`config.mk`:
```
export PLATFORM = sky130hd
export DESIGN_NAME = clock_display_driver
export DESIGN_NICKNAME = d
export VERILOG_FILES = /design/src/rtl/clock_display_driver.sv
export SDC_FILE = /design/constraint.sdc
export NUM_CORES = 1
export LEC_CHECK = 0
export ABC_CLOCK_PERIOD_IN_PS = 11880
export BUFFER_PORTS_ARGS = -buffer_cell sky130_fd_sc_hd__buf_2
export CORE_ASPECT_RATIO = 1.1
export CORE_MARGIN = 1
export CORE_UTILIZATION = 60
export CTS_CLUSTER_DIAMETER = 120
export DETAILED_ROUTE_END_ITERATION = 12
export GPL_ROUTABILITY_DRIVEN = 0
export HOLD_SLACK_MARGIN = 0.15
export PLACE_DENSITY = 0.81
export SYNTH_ARGS = -nofsm -noshare
export SYNTH_HDL_FRONTEND = slang
export SYNTH_SLANG_ARGS = --single-unit
```
`constraint.sdc`:
```
create_clock -name clk -period 11.88 [get_ports clk]
set_input_delay 1.188 -clock clk [delete_from_list [all_inputs] [get_ports clk]]
set_output_delay 1.188 -clock clk [all_outputs]
set_load 0.01 [all_outputs]
```
`src/rtl/clock_display_driver.sv`:
```
// Six-digit multiplexed 7-segment driver for digital_clock outputs.
// Per-frame snapshot, 12h/24h, time/date pages, blink on alert.
module clock_display_driver #(
  parameter int SCAN_DIV     = 1000,
  parameter int BLINK_FRAMES = 32
) (
  input  logic        clk,
  input  logic        reset,
  input  logic [4:0]  hour,
  input  logic [5:0]  min,
  input  logic [5:0]  sec,
  input  logic [4:0]  day,
  input  logic [3:0]  month,
  input  logic [11:0] year,
  input  logic        mode_12h,
  input  logic        page_sel,
  input  logic        alarm_buzzer,
  input  logic        timer_buzzer,
  output logic [6:0]  seg,
  output logic [5:0]  an,
  output logic        pm_led,
  output logic        frame_start
);

  localparam int PW = $clog2(SCAN_DIV);
  localparam int BW = $clog2(BLINK_FRAMES + 1);
  localparam logic [PW-1:0] PRE_MAX = PW'(SCAN_DIV - 1);
  localparam logic [BW-1:0] BLINK_MAX = BW'(BLINK_FRAMES);

  localparam logic [6:0] SEG_OFF  = 7'h7F;
  localparam logic [6:0] SEG_DASH = 7'b0111111;
  localparam logic [5:0] AN_OFF   = 6'h3F;

  logic [PW-1:0] pre;
  logic [2:0]    idx;
  logic          load_pending;
  logic [BW-1:0] blink_cnt;
  logic          blink_phase;

  logic [4:0]  s_hour;
  logic [5:0]  s_min;
  logic [5:0]  s_sec;
  logic [4:0]  s_day;
  logic [3:0]  s_month;
  logic [11:0] s_year;
  logic        s_12h;
  logic        s_page;
  logic        s_alert;

  logic tick;
  logic load;
  logic alert_in;

  assign tick     = (pre == PRE_MAX);
  assign load     = (tick && idx == 3'd5) || load_pending;
  assign alert_in = alarm_buzzer | timer_buzzer;

  function automatic logic [6:0] enc(input logic [3:0] d);
    logic [6:0] s;
    unique case (d)
      4'd0:    s = 7'h40;
      4'd1:    s = 7'h79;
      4'd2:    s = 7'h24;
      4'd3:    s = 7'h30;
      4'd4:    s = 7'h19;
      4'd5:    s = 7'h12;
      4'd6:    s = 7'h02;
      4'd7:    s = 7'h78;
      4'd8:    s = 7'h00;
      4'd9:    s = 7'h10;
      default: s = SEG_OFF;
    endcase
    return s;
  endfunction

  logic       use_12h;
  logic [4:0] hour_disp;
  logic [6:0] year_lo;
  logic [6:0] fval;
  logic       fok;
  logic       blank_t;
  logic [3:0] tens;
  logic [3:0] ones;
  logic [3:0] digit;
  logic [6:0] seg_next;
  logic [5:0] an_next;
  logic       pm_next;

  assign use_12h = s_12h && !s_page;
  assign year_lo = 7'(s_year % 12'd100);

  always_comb begin
    hour_disp = s_hour;
    if (use_12h) begin
      if (s_hour == 5'd0)
        hour_disp = 5'd12;
      else if (s_hour > 5'd12)
        hour_disp = s_hour - 5'd12;
    end
  end

  // Field select: idx 5/4 -> left pair, 3/2 -> middle, 1/0 -> right.
  always_comb begin
    fval    = '0;
    fok     = 1'b1;
    blank_t = 1'b0;
    unique case (1'b1)
      idx[2]: begin
        if (s_page) begin
          fval = {2'b00, s_day};
          fok  = (s_day != 5'd0) && (s_day <= 5'd31);
        end else begin
          fval    = {2'b00, hour_disp};
          fok     = (s_hour <= 5'd23);
          blank_t = use_12h && (hour_disp < 5'd10);
        end
      end
      idx[1]: begin
        if (s_page) begin
          fval = {3'b000, s_month};
          fok  = (s_month != 4'd0) && (s_month <= 4'd12);
        end else begin
          fval = {1'b0, s_min};
          fok  = (s_min <= 6'd59);
        end
      end
      default: begin
        if (s_page) begin
          fval = year_lo;
        end else begin
          fval = {1'b0, s_sec};
          fok  = (s_sec <= 6'd59);
        end
      end
    endcase
  end

  assign tens  = 4'(fval / 7'd10);
  assign ones  = 4'(fval % 7'd10);
  assign digit = idx[0] ? tens : ones;

  always_comb begin
    seg_next = enc(digit);
    if (!fok)
      seg_next = SEG_DASH;
    else if (idx[0] && blank_t)
      seg_next = SEG_OFF;
  end

  assign an_next = ~(6'd1 << idx);
  assign pm_next = use_12h && (s_hour >= 5'd12);

  always_ff @(posedge clk) begin
    if (reset) begin
      pre          <= '0;
      idx          <= '0;
      load_pending <= 1'b1;
      blink_cnt    <= '0;
      blink_phase  <= 1'b0;
      s_hour       <= '0;
      s_min        <= '0;
      s_sec        <= '0;
      s_day        <= '0;
      s_month      <= '0;
      s_year       <= '0;
      s_12h        <= 1'b0;
      s_page       <= 1'b0;
      s_alert      <= 1'b0;
      seg          <= SEG_OFF;
      an           <= AN_OFF;
      pm_led       <= 1'b0;
      frame_start  <= 1'b0;
    end else begin
      pre         <= tick ? '0 : pre + 1'b1;
      frame_start <= load;
      if (tick)
        idx <= (idx == 3'd5) ? 3'd0 : idx + 3'd1;
      if (load) begin
        load_pending <= 1'b0;
        s_hour       <= hour;
        s_min        <= min;
        s_sec        <= sec;
        s_day        <= day;
        s_month      <= month;
        s_year       <= year;
        s_12h        <= mode_12h;
        s_page       <= page_sel;
        s_alert      <= alert_in;
        // Counter holds frames already spent in the current phase.
        if (!alert_in) begin
          blink_cnt   <= '0;
          blink_phase <= 1'b0;
        end else if (blink_cnt == BLINK_MAX) begin
          blink_cnt   <= BW'(1);
          blink_phase <= ~blink_phase;
        end else begin
          blink_cnt <= blink_cnt + 1'b1;
        end
      end
      if (tick) begin
        if (blink_phase) begin
          seg    <= SEG_OFF;
          an     <= AN_OFF;
          pm_led <= 1'b0;
        end else begin
          seg    <= seg_next;
          an     <= an_next;
          pm_led <= pm_next;
        end
      end
    end
  end

endmodule

```
==> reports/summary.md, run 1 <==
The flow ran to the end, and the final reports show no timing, DRC or antenna violations. For the final database, setup skew stands at 0.0143 ns. In this run the vertical extent of the chip is 101 µm. The critical path start-end classification was reg2reg.

Switching power as a share of total power: 33.9%. The logs give 59 for the count of boundary I/O pins and 9 for the number of CTS-inserted buffers. Sort of element at the end of the critical path: a register. Headroom to the max-slew limit came out at 24.8%. STA puts the critical path data arrival time at 7.75 ns.

Once layout is complete, the utilization of the core stands at 68.7%. After layout, the minimum clock period comes to 7.51 ns. At the pin with the least slew margin, the transition time is 1.13 ns.

The run gives 0 as the number of warning messages in the yosys log. Counting cells, the worst reg-to-reg path comes to 21. In this run the critical register-to-register path is captured at seg[1]$_SDFFE_PP1N_.

In this run the deepest clock path goes through 2 buffers. For the final setup slack of the worst path, the log shows 4.37 ns. The tools report the clock root buffer master as sky130_fd_sc_hd__clkbuf_8. Yosys mapped a number of flops with a built-in enable equal to 0. The worst setup path is launched from a register. Of all nets on the critical path, the largest fanout is 30. The max-slew violation count is 0, and the total of flip-flops plus latches after synthesis is 76. The count of mapped cells out of synthesis came out at 728. The path class of the tightest hold or removal check is reg2reg. For this design, the CTS-stage hold fixing added 0 buffers.

In this run the biggest area consumer among cell types represents 28.3% of the synthesized area. In this run the critical register-to-register path is launched from s_year[11]$_SDFFE_PP0P_. Yosys attributes the largest share of cell area to sky130_fd_sc_hd__dfxtp_1, sky130_fd_sc_hd__nand2_1, sky130_fd_sc_hd__a21oi_1, sky130_fd_sc_hd__nor2_1, sky130_fd_sc_hd__ha_1. Signed area change from the synthesized netlist to the final layout: 9.09%. Across the VDD grid, the largest voltage drop is 79.7 µV. The number of nets in the synthesized netlist is 784. Summed over all layers, the global routing overflow is 0. In this run the mean area of a mapped cell was 7.39 µm². Fill cells in the final layout number 708.

sky130_fd_sc_hd__dfxtp_1 takes more of the synthesized area than any other cell. The leading register cell type out of synthesis was sky130_fd_sc_hd__dfxtp_1. For the number of antenna violations at the first check in global routing, the log shows 0. The share of total power in combinational logic came out at 31.3%. After detailed routing, the total wire length is 14,200 µm.

The number of nets still failing antenna checks after routing was 0; the number of gates given a new drive strength after cts was 0. For the first-pass GRT wire length, the log shows 24,300 µm. The tool flagged a number of max-cap violations equal to 0. Across every metal layer, demand over resource in global routing totals 31.9%. Setup repair after global routing left no endpoint under its margin. Per report_power, the sequential group accounts for 35.2% of the total.

The per-cell routed wire length is 16.4 µm. The cell depth of the worst hold path is 2. Counting instances in the post-synthesis netlist gives the leading cell types as sky130_fd_sc_hd__nand2_1, sky130_fd_sc_hd__dfxtp_1, sky130_fd_sc_hd__a21oi_1. The reg-to-reg setup timing slack was 4.37 ns; the multi-input combinational cell area was 0.00355 mm². The worst hold path begins at s_min[4]$_SDFFE_PP0P_.

Measured along the x axis, the die boundary spans 92.3 µm. In the finished design, the share of the clock period the worst path needs comes to 63.2%. In the final layout, flip-flops and latches occupy 0.00152 mm². For the number of failing hold endpoints at the final stage, the log shows 0. The total vias in the final route is 5,525, and the setup TNS is 0 ns. Entering global routing, the biggest net connects 57 pins. For the number of global-route vias before repair, the log shows 5,247. The HPWL after detailed placement is 10,100 µm.

The die covers 0.00935 mm². Capture endpoint of the worst hold path: s_min[4]$_SDFFE_PP0P_. The number of setup buffers added after CTS is 0. The core area came out at 0.00854 mm². For this run, design rule violations remaining after detail routing come to 0.

In this run the static leakage power is 2.28 nW. Port buffering added 58 buffers. The logs give 3 for the number of levels the H-tree was split into and 76 for the CTS sink count.

For this configuration, the core starts out at a cell density of 63.0%. Sequential elements use 28.3% of the synthesized area. The clock network burns 33.5% of the power. The logs give 0 for the antenna diode count and 0.36 ns for the latest clock arrival within the worst-skew pair. In the final layout, the share of cells above drive strength 1 is 14.3%. TritonCTS built the clock tree. Switching power: 0.270 mW.

The tools report the internal power consumption as 0.526 mW. For the number of setup violations in the final report, the log shows 0. For the post-route non-filler standard cell count, the log shows 864.

The fraction of registers with async set/reset was 0%. The worst setup slack after placement is 4.58 ns. In this run, placement finished with an instance count of 849. The initialized floorplan defines 35 standard-cell rows. Yosys instantiated no cell more often than sky130_fd_sc_hd__nand2_1. Summing every instance area after synthesis gives 0.00538 mm². Dividing total power by cell area gives a power density of 135 mW/mm². The number of vias per cell was 6.39.

The clock transition at the register clock pins on the worst setup and hold paths after CTS is 0.09 ns. The overall power after layout is 0.795 mW. The first TritonRoute pass finished after 5 iterations. For the initial detailed-routing violation count, the log shows 397.

Count of unique library cells instantiated by Yosys: 84. The logs give 133 MHz for the maximum clock frequency and 12.12 ns for the worst path required time. For this run, the post-layout net count is 805.
-- final cells by class --
| type | count | area share, % |
|---|---|---|
| flip-flops and latches | 76 | 25.9 |
| inverters | 24 | 1.53 |
| well taps | 111 | 2.37 |
| repair buffers | 60 | 5.20 |
| multi-input cells | 578 | 60.5 |
| clock buffers | 9 | 2.11 |
| clock inverters | 6 | 2.34 |
-- placed cells by master, fill, tap and decap left out, types with 5 or more instances in the layout --
master                     instances
sky130_fd_sc_hd__nand4_1           7
sky130_fd_sc_hd__nor2b_1           9
sky130_fd_sc_hd__a32oi_1           5
sky130_fd_sc_hd__o31ai_1           8
sky130_fd_sc_hd__a211oi_1         13
sky130_fd_sc_hd__and3_1            8
sky130_fd_sc_hd__xor2_1           11
sky130_fd_sc_hd__o21a_1            6
sky130_fd_sc_hd__mux2i_1          10
sky130_fd_sc_hd__and2_1            7
sky130_fd_sc_hd__buf_2            58
sky130_fd_sc_hd__clkbuf_8          9
sky130_fd_sc_hd__mux2_2            8
sky130_fd_sc_hd__a211o_1           5
sky130_fd_sc_hd__xnor2_1           6
sky130_fd_sc_hd__nand2_1         117
sky130_fd_sc_hd__nand2b_1         12
sky130_fd_sc_hd__a21oi_1          75
sky130_fd_sc_hd__dfxtp_1          76
sky130_fd_sc_hd__or3_1             6
sky130_fd_sc_hd__nor4_1            7
sky130_fd_sc_hd__o22ai_1           5
sky130_fd_sc_hd__a31oi_1           9
sky130_fd_sc_hd__nor2_1           60
sky130_fd_sc_hd__nor3_1           22
sky130_fd_sc_hd__inv_1            22
sky130_fd_sc_hd__o21ai_0          27
sky130_fd_sc_hd__nand3b_1          6
sky130_fd_sc_hd__a31o_2            5
sky130_fd_sc_hd__ha_1             12
sky130_fd_sc_hd__nand3_1          23
-- sequential cells by signal, summed over array words and instances, names as in the netlist, 3 cells and up --
signal and count:
s_month 4, s_day 5, an 6, s_hour 5, idx 3, s_sec 6, s_year 12, blink_cnt 6
pre 10, s_min 6, seg 7
-- worst max-delay path by stage --
stage / cells after the start / startpoint / slack, ns / end
5_1_grt: 21 / s_year[11]$_SDFFE_PP0P_ / 3.95 / seg[1]$_SDFFE_PP1N_
3_5_place_dp: 21 / s_year[11]$_SDFFE_PP0P_ / 4.58 / seg[1]$_SDFFE_PP1N_
2_1_floorplan: 23 / s_year[7]$_SDFFE_PP0P_ / 5.92 / seg[1]$_SDFFE_PP1N_
4_1_cts: 21 / s_year[11]$_SDFFE_PP0P_ / 4.56 / seg[1]$_SDFFE_PP1N_
3_3_place_gp: 22 / s_year[11]$_SDFFE_PP0P_ / 5.05 / seg[4]$_SDFFE_PP1N_
6_report: 21 / s_year[11]$_SDFFE_PP0P_ / 4.37 / seg[1]$_SDFFE_PP1N_
-- kinds of logic after synthesis --
family / count (synthesis) / share of synthesized area (%)
and+or+nand+nor: 306 / 27.4
xor gates and xnor gates: 17 / 2.77
buffers and inverters: 74 / 5.98
AOI/OAI and AO/OA: 222 / 28.5
DFF: 76 / 28.3
adders and majority gates: 13 / 2.98
muxes: 20 / 4.09
-- layer usage --
| metal | vias to the layer above | share of wire, % | track usage [%] |
|---|---|---|---|
| li1 | 2690 | - | - |
| met1 | 2574 | 41 | 38.0 |
| met2 | 216 | 49 | 56.4 |
| met3 | 45 | 6.7 | 5.86 |
| met4 | 0 | 3.1 | 13.8 |
| met5 | - | 0 | 0 |
-- power by group through the flow --
stage                     Combinational (mW)  Clock, mW  Sequential (mW)
after floorplan                        0.209          0            0.275
after global placement                 0.236          0            0.284
after detailed placement               0.241          0            0.285
after CTS                              0.243      0.265            0.279
after global routing                   0.275      0.275            0.282
final                                  0.249      0.266            0.280
-- through the flow --
| step | hold slack (ns) | cell area [µm²] |
|---|---|---|
| after detailed placement | 0.441 | 5610 |
| final | 0.455 | 5870 |
| after global placement | 0.438 | 5610 |
| after floorplan | 0.427 | 5380 |
| after CTS | 0.453 | 5870 |
| after global routing | 0.477 | 5870 |
-- worst max-delay path: stages (launching register included) --
cell and delay (ns):
sky130_fd_sc_hd__dfxtp_1 0.88, sky130_fd_sc_hd__o21ai_0 0.32, sky130_fd_sc_hd__a32o_1 0.32, sky130_fd_sc_hd__a2111o_1 0.52
sky130_fd_sc_hd__a211o_1 0.36, sky130_fd_sc_hd__a211oi_2 0.40, sky130_fd_sc_hd__a21o_2 0.19, sky130_fd_sc_hd__a32oi_4 0.15
sky130_fd_sc_hd__a311oi_2 0.44, sky130_fd_sc_hd__or3b_4 0.47, sky130_fd_sc_hd__mux2i_1 0.16, sky130_fd_sc_hd__nor3_1 0.33
sky130_fd_sc_hd__a2bb2oi_1 0.55, sky130_fd_sc_hd__xnor2_1 0.12, sky130_fd_sc_hd__a32oi_1 0.32, sky130_fd_sc_hd__ha_1 0.26
sky130_fd_sc_hd__a21oi_2 0.07, sky130_fd_sc_hd__a2111oi_0 0.43, sky130_fd_sc_hd__and3b_1 0.33, sky130_fd_sc_hd__ha_1 0.36
sky130_fd_sc_hd__o32ai_1 0.33, sky130_fd_sc_hd__a21oi_1 0.08
No activity file was read; power rests on OpenSTA's default activity.
==> run 2, diff against run 1 <==
ABC_CLOCK_PERIOD_IN_PS = 7300   (was 11880)
clock period = 7.3 ns   (was 11.88 ns; I/O delays follow)
==> reports/summary.md, run 2 (synthesis results as in run 1) <==
The flow ran to the end, and the final reports show no timing, DRC or antenna violations. The tightest min-delay check is of the reg2reg type. For the worst setup path, the data arrival time is 7.10 ns. The run gives 9 as the number of CTS-inserted buffers. Setup repair after global routing left no endpoint under its margin.

The logic depth of the worst setup path including buffers is 23. The tools report the start of the worst register-to-register path as s_year[6]$_SDFFE_PP0P_. The top cell family by delay on the critical path was compound AO/OA/AOI/OAI gates. In the final layout, the registers with the most flip-flops are s_year: 12 flops, pre: 10 flops, seg: 7 flops.

Leaving out fill and tap cells, the most frequent cells in the layout are sky130_fd_sc_hd__nand2_1, sky130_fd_sc_hd__a21oi_1, sky130_fd_sc_hd__dfxtp_1, sky130_fd_sc_hd__nor2_1, sky130_fd_sc_hd__buf_2. The count of boundary I/O pins is 59, and the share of cells above drive strength 1 is 15.5%. For the maximum number of pins on one net before global-route repair, the log shows 57.

In the routed design, unresolved DRC markers number 0. For the number of standard-cell rows in the floorplan, the log shows 35. The register with the most flip-flops in the layout has 12 of them.

The critical path ends at seg[3]$_SDFFE_PP1N_. The number of setup violations in the final report is 0. The worst-case IR drop observed on VDD is 126 µV.

STA puts the critical path data required time at 7.55 ns. STA classifies the critical path startpoint as a register. Static timing analysis puts the maximum clock frequency at 146 MHz.

Across the whole layout, storage elements account for 0.00152 mm². The slowest cell on the critical path was sky130_fd_sc_hd__a2111o_1. The deepest clock path buffer count came out at 2.

The library cell used most frequently in the layout, excluding fill and tap cells, is sky130_fd_sc_hd__nand2_1. The number of nets still failing antenna checks after routing came out at 0. The number of failing hold endpoints at the final stage was 0. The logs give 0 for the max-slew violation count and 63.0% for the starting utilization of the core area. The most critical setup path has its startpoint at s_year[6]$_SDFFE_PP0P_. The overall die height was 101 µm.

For this design the static power due to leakage is 2.27 nW. In this run the worst path has a maximum fanout of 14. For this design the ratio of total power to cell area is 206 mW/mm².

The post-route core utilization was 68.6%. TritonCTS built the clock tree. The number of levels the H-tree was split into is 3. The worst setup slack after placement was 0.395 ns. Wires add up to 14,300 µm.

The multi-input combinational cells in the finished layout cover a total of 0.00357 mm². The final setup slack of the worst path is 0.447 ns, and the signed area change from the synthesized netlist to the final layout is 8.90%. The tool flagged a number of max-cap violations equal to 0. Number of antenna violations at the first check in global routing: 0.

The per-cell routed wire length was 16.5 µm; the count of filler cells inserted in the layout was 719. The post-route fraction of the period consumed by the critical path came out at 93.9%. In this run the register-to-register setup slack is 0.45 ns. The number of global-route vias before repair is 5,082.

The run gives 23,300 µm as the first-pass GRT wire length. For the count of nets after finishing, the log shows 809. The slew at the pin closest to its max-slew limit is 0.985 ns, and the latest clock arrival within the worst-skew pair is 0.36 ns. In this run the horizontal extent of the chip is 92.3 µm.

The critical path start-end classification was reg2reg. In the final timing run, aggregate negative setup slack is 0 ns. The number of buffer and inverter stages on the critical path works out to 2. Summed over all layers, the global routing overflow is 0. Clock skew on the completed layout was measured at 0.0116 ns. Ranked by flip-flop count, first place goes to s_year. Capturing point of the worst reg2reg path: seg[3]$_SDFFE_PP1N_. The sort of element at the end of the critical path was a register.

After clock tree synthesis, the flow added hold-fix buffers numbering 0. Walking the worst path, the cells encountered are buf_4 > o22a_1 > a32o_1 > a2111o_1 > o211a_1 > a211oi_2 > maj3_1 > a2111oi_0 > a311oi_2 > or3b_4 > mux2i_1 > nor3_1 > a2bb2oi_2 > xnor2_1 > a32oi_1 > ha_1 > a21oi_2 > a2111oi_0 > and3b_1 > ha_1 > inv_1 > o31ai_1 > a21oi_1. The delay of the slowest critical-path stage is 0.53 ns. The routed design could run at a clock period as short as 6.85 ns. In this run, the number of DRC markers left after iteration 0 of detailed routing was 373. Port buffering added 58 buffers. The repair_antennas step left the layout with diodes totalling 0.

Post-CTS timing repair inserted 0 buffers for setup. The tools report the number of gates given a new drive strength after cts as 0. The root buffer cell chosen for the clock tree is sky130_fd_sc_hd__clkbuf_8. The number of vias per cell was 6.42; the detailed placement HPWL was 10,200 µm.

The die covers 0.00935 mm². Headroom to the max-slew limit came out at 32.5%. Clock tree synthesis found a total of 76 sinks. The first TritonRoute pass finished after 5 iterations. The worst reg2reg path depth was 23. The tools report the global-route usage over all layers as 30.7%. For the core area, the log shows 0.00854 mm². The run gives 5,575 as the total vias in the final route. After clock tree synthesis, the clock-pin slew on the worst setup and hold paths is 0.09 ns.
[run 2: final cells by class]
class	instances	share of cell area, %
Inverter	24	1.54
Sequential cell	76	26.0
Timing Repair Buffer	64	5.72
Multi-Input combinational cell	578	61.0
Tap cell	111	2.37
Clock inverter	5	1.02
Clock buffer	10	2.35
[run 2: through the flow]
stage	power (mW)	area, µm²	hold WS [ns]	std cells
finish	1.21	5860	0.455	868
global route	1.27	5860	0.477	868
CTS	1.20	5840	0.455	868
detailed placement	0.864	5640	0.446	853
global placement	0.849	5640	0.437	853
floorplan	0.789	5380	0.427	728
[run 2: worst reg2reg max path, delay by kind of cell (launching register included)]
family | cells | cell delay [ns]
adder cells (fa/ha/maj) | 3 | 0.90
flip-flops | 1 | 0.40
multiplexers | 1 | 0.15
AND/OR/NAND/NOR | 3 | 1.17
XOR/XNOR | 1 | 0.12
AO/OA/AOI/OAI | 13 | 3.75
buffers and inverters | 2 | 0.28
[run 2: where the power goes]
part           internal (mW)  switching, mW  leakage [nW]  total (mW)
combinational          0.169          0.252          1.55       0.421
clock                  0.167          0.169        0.0992       0.337
sequential             0.429         0.0229         0.623       0.452
total                  0.766          0.444          2.27        1.21
[run 2: layer usage]
layer	vias up	GRT usage, %	part of all wire, %
li1	2690	-	-
met1	2589	35.9	41
met2	246	55.1	49
met3	50	5.33	6.5
met4	0	13.7	3.8
met5	-	0	0
[run 2: how the worst min path moves through the flow]
stage / from / to / depth (start not counted)
floorplan: s_min[4]$_SDFFE_PP0P_ / s_min[4]$_SDFFE_PP0P_ / 2
global placement: s_year[1]$_SDFFE_PP0P_ / s_year[1]$_SDFFE_PP0P_ / 2
detailed placement: s_min[4]$_SDFFE_PP0P_ / s_min[4]$_SDFFE_PP0P_ / 2
CTS: s_min[4]$_SDFFE_PP0P_ / s_min[4]$_SDFFE_PP0P_ / 2
global route: s_min[4]$_SDFFE_PP0P_ / s_min[4]$_SDFFE_PP0P_ / 2
finish: s_min[4]$_SDFFE_PP0P_ / s_min[4]$_SDFFE_PP0P_ / 2
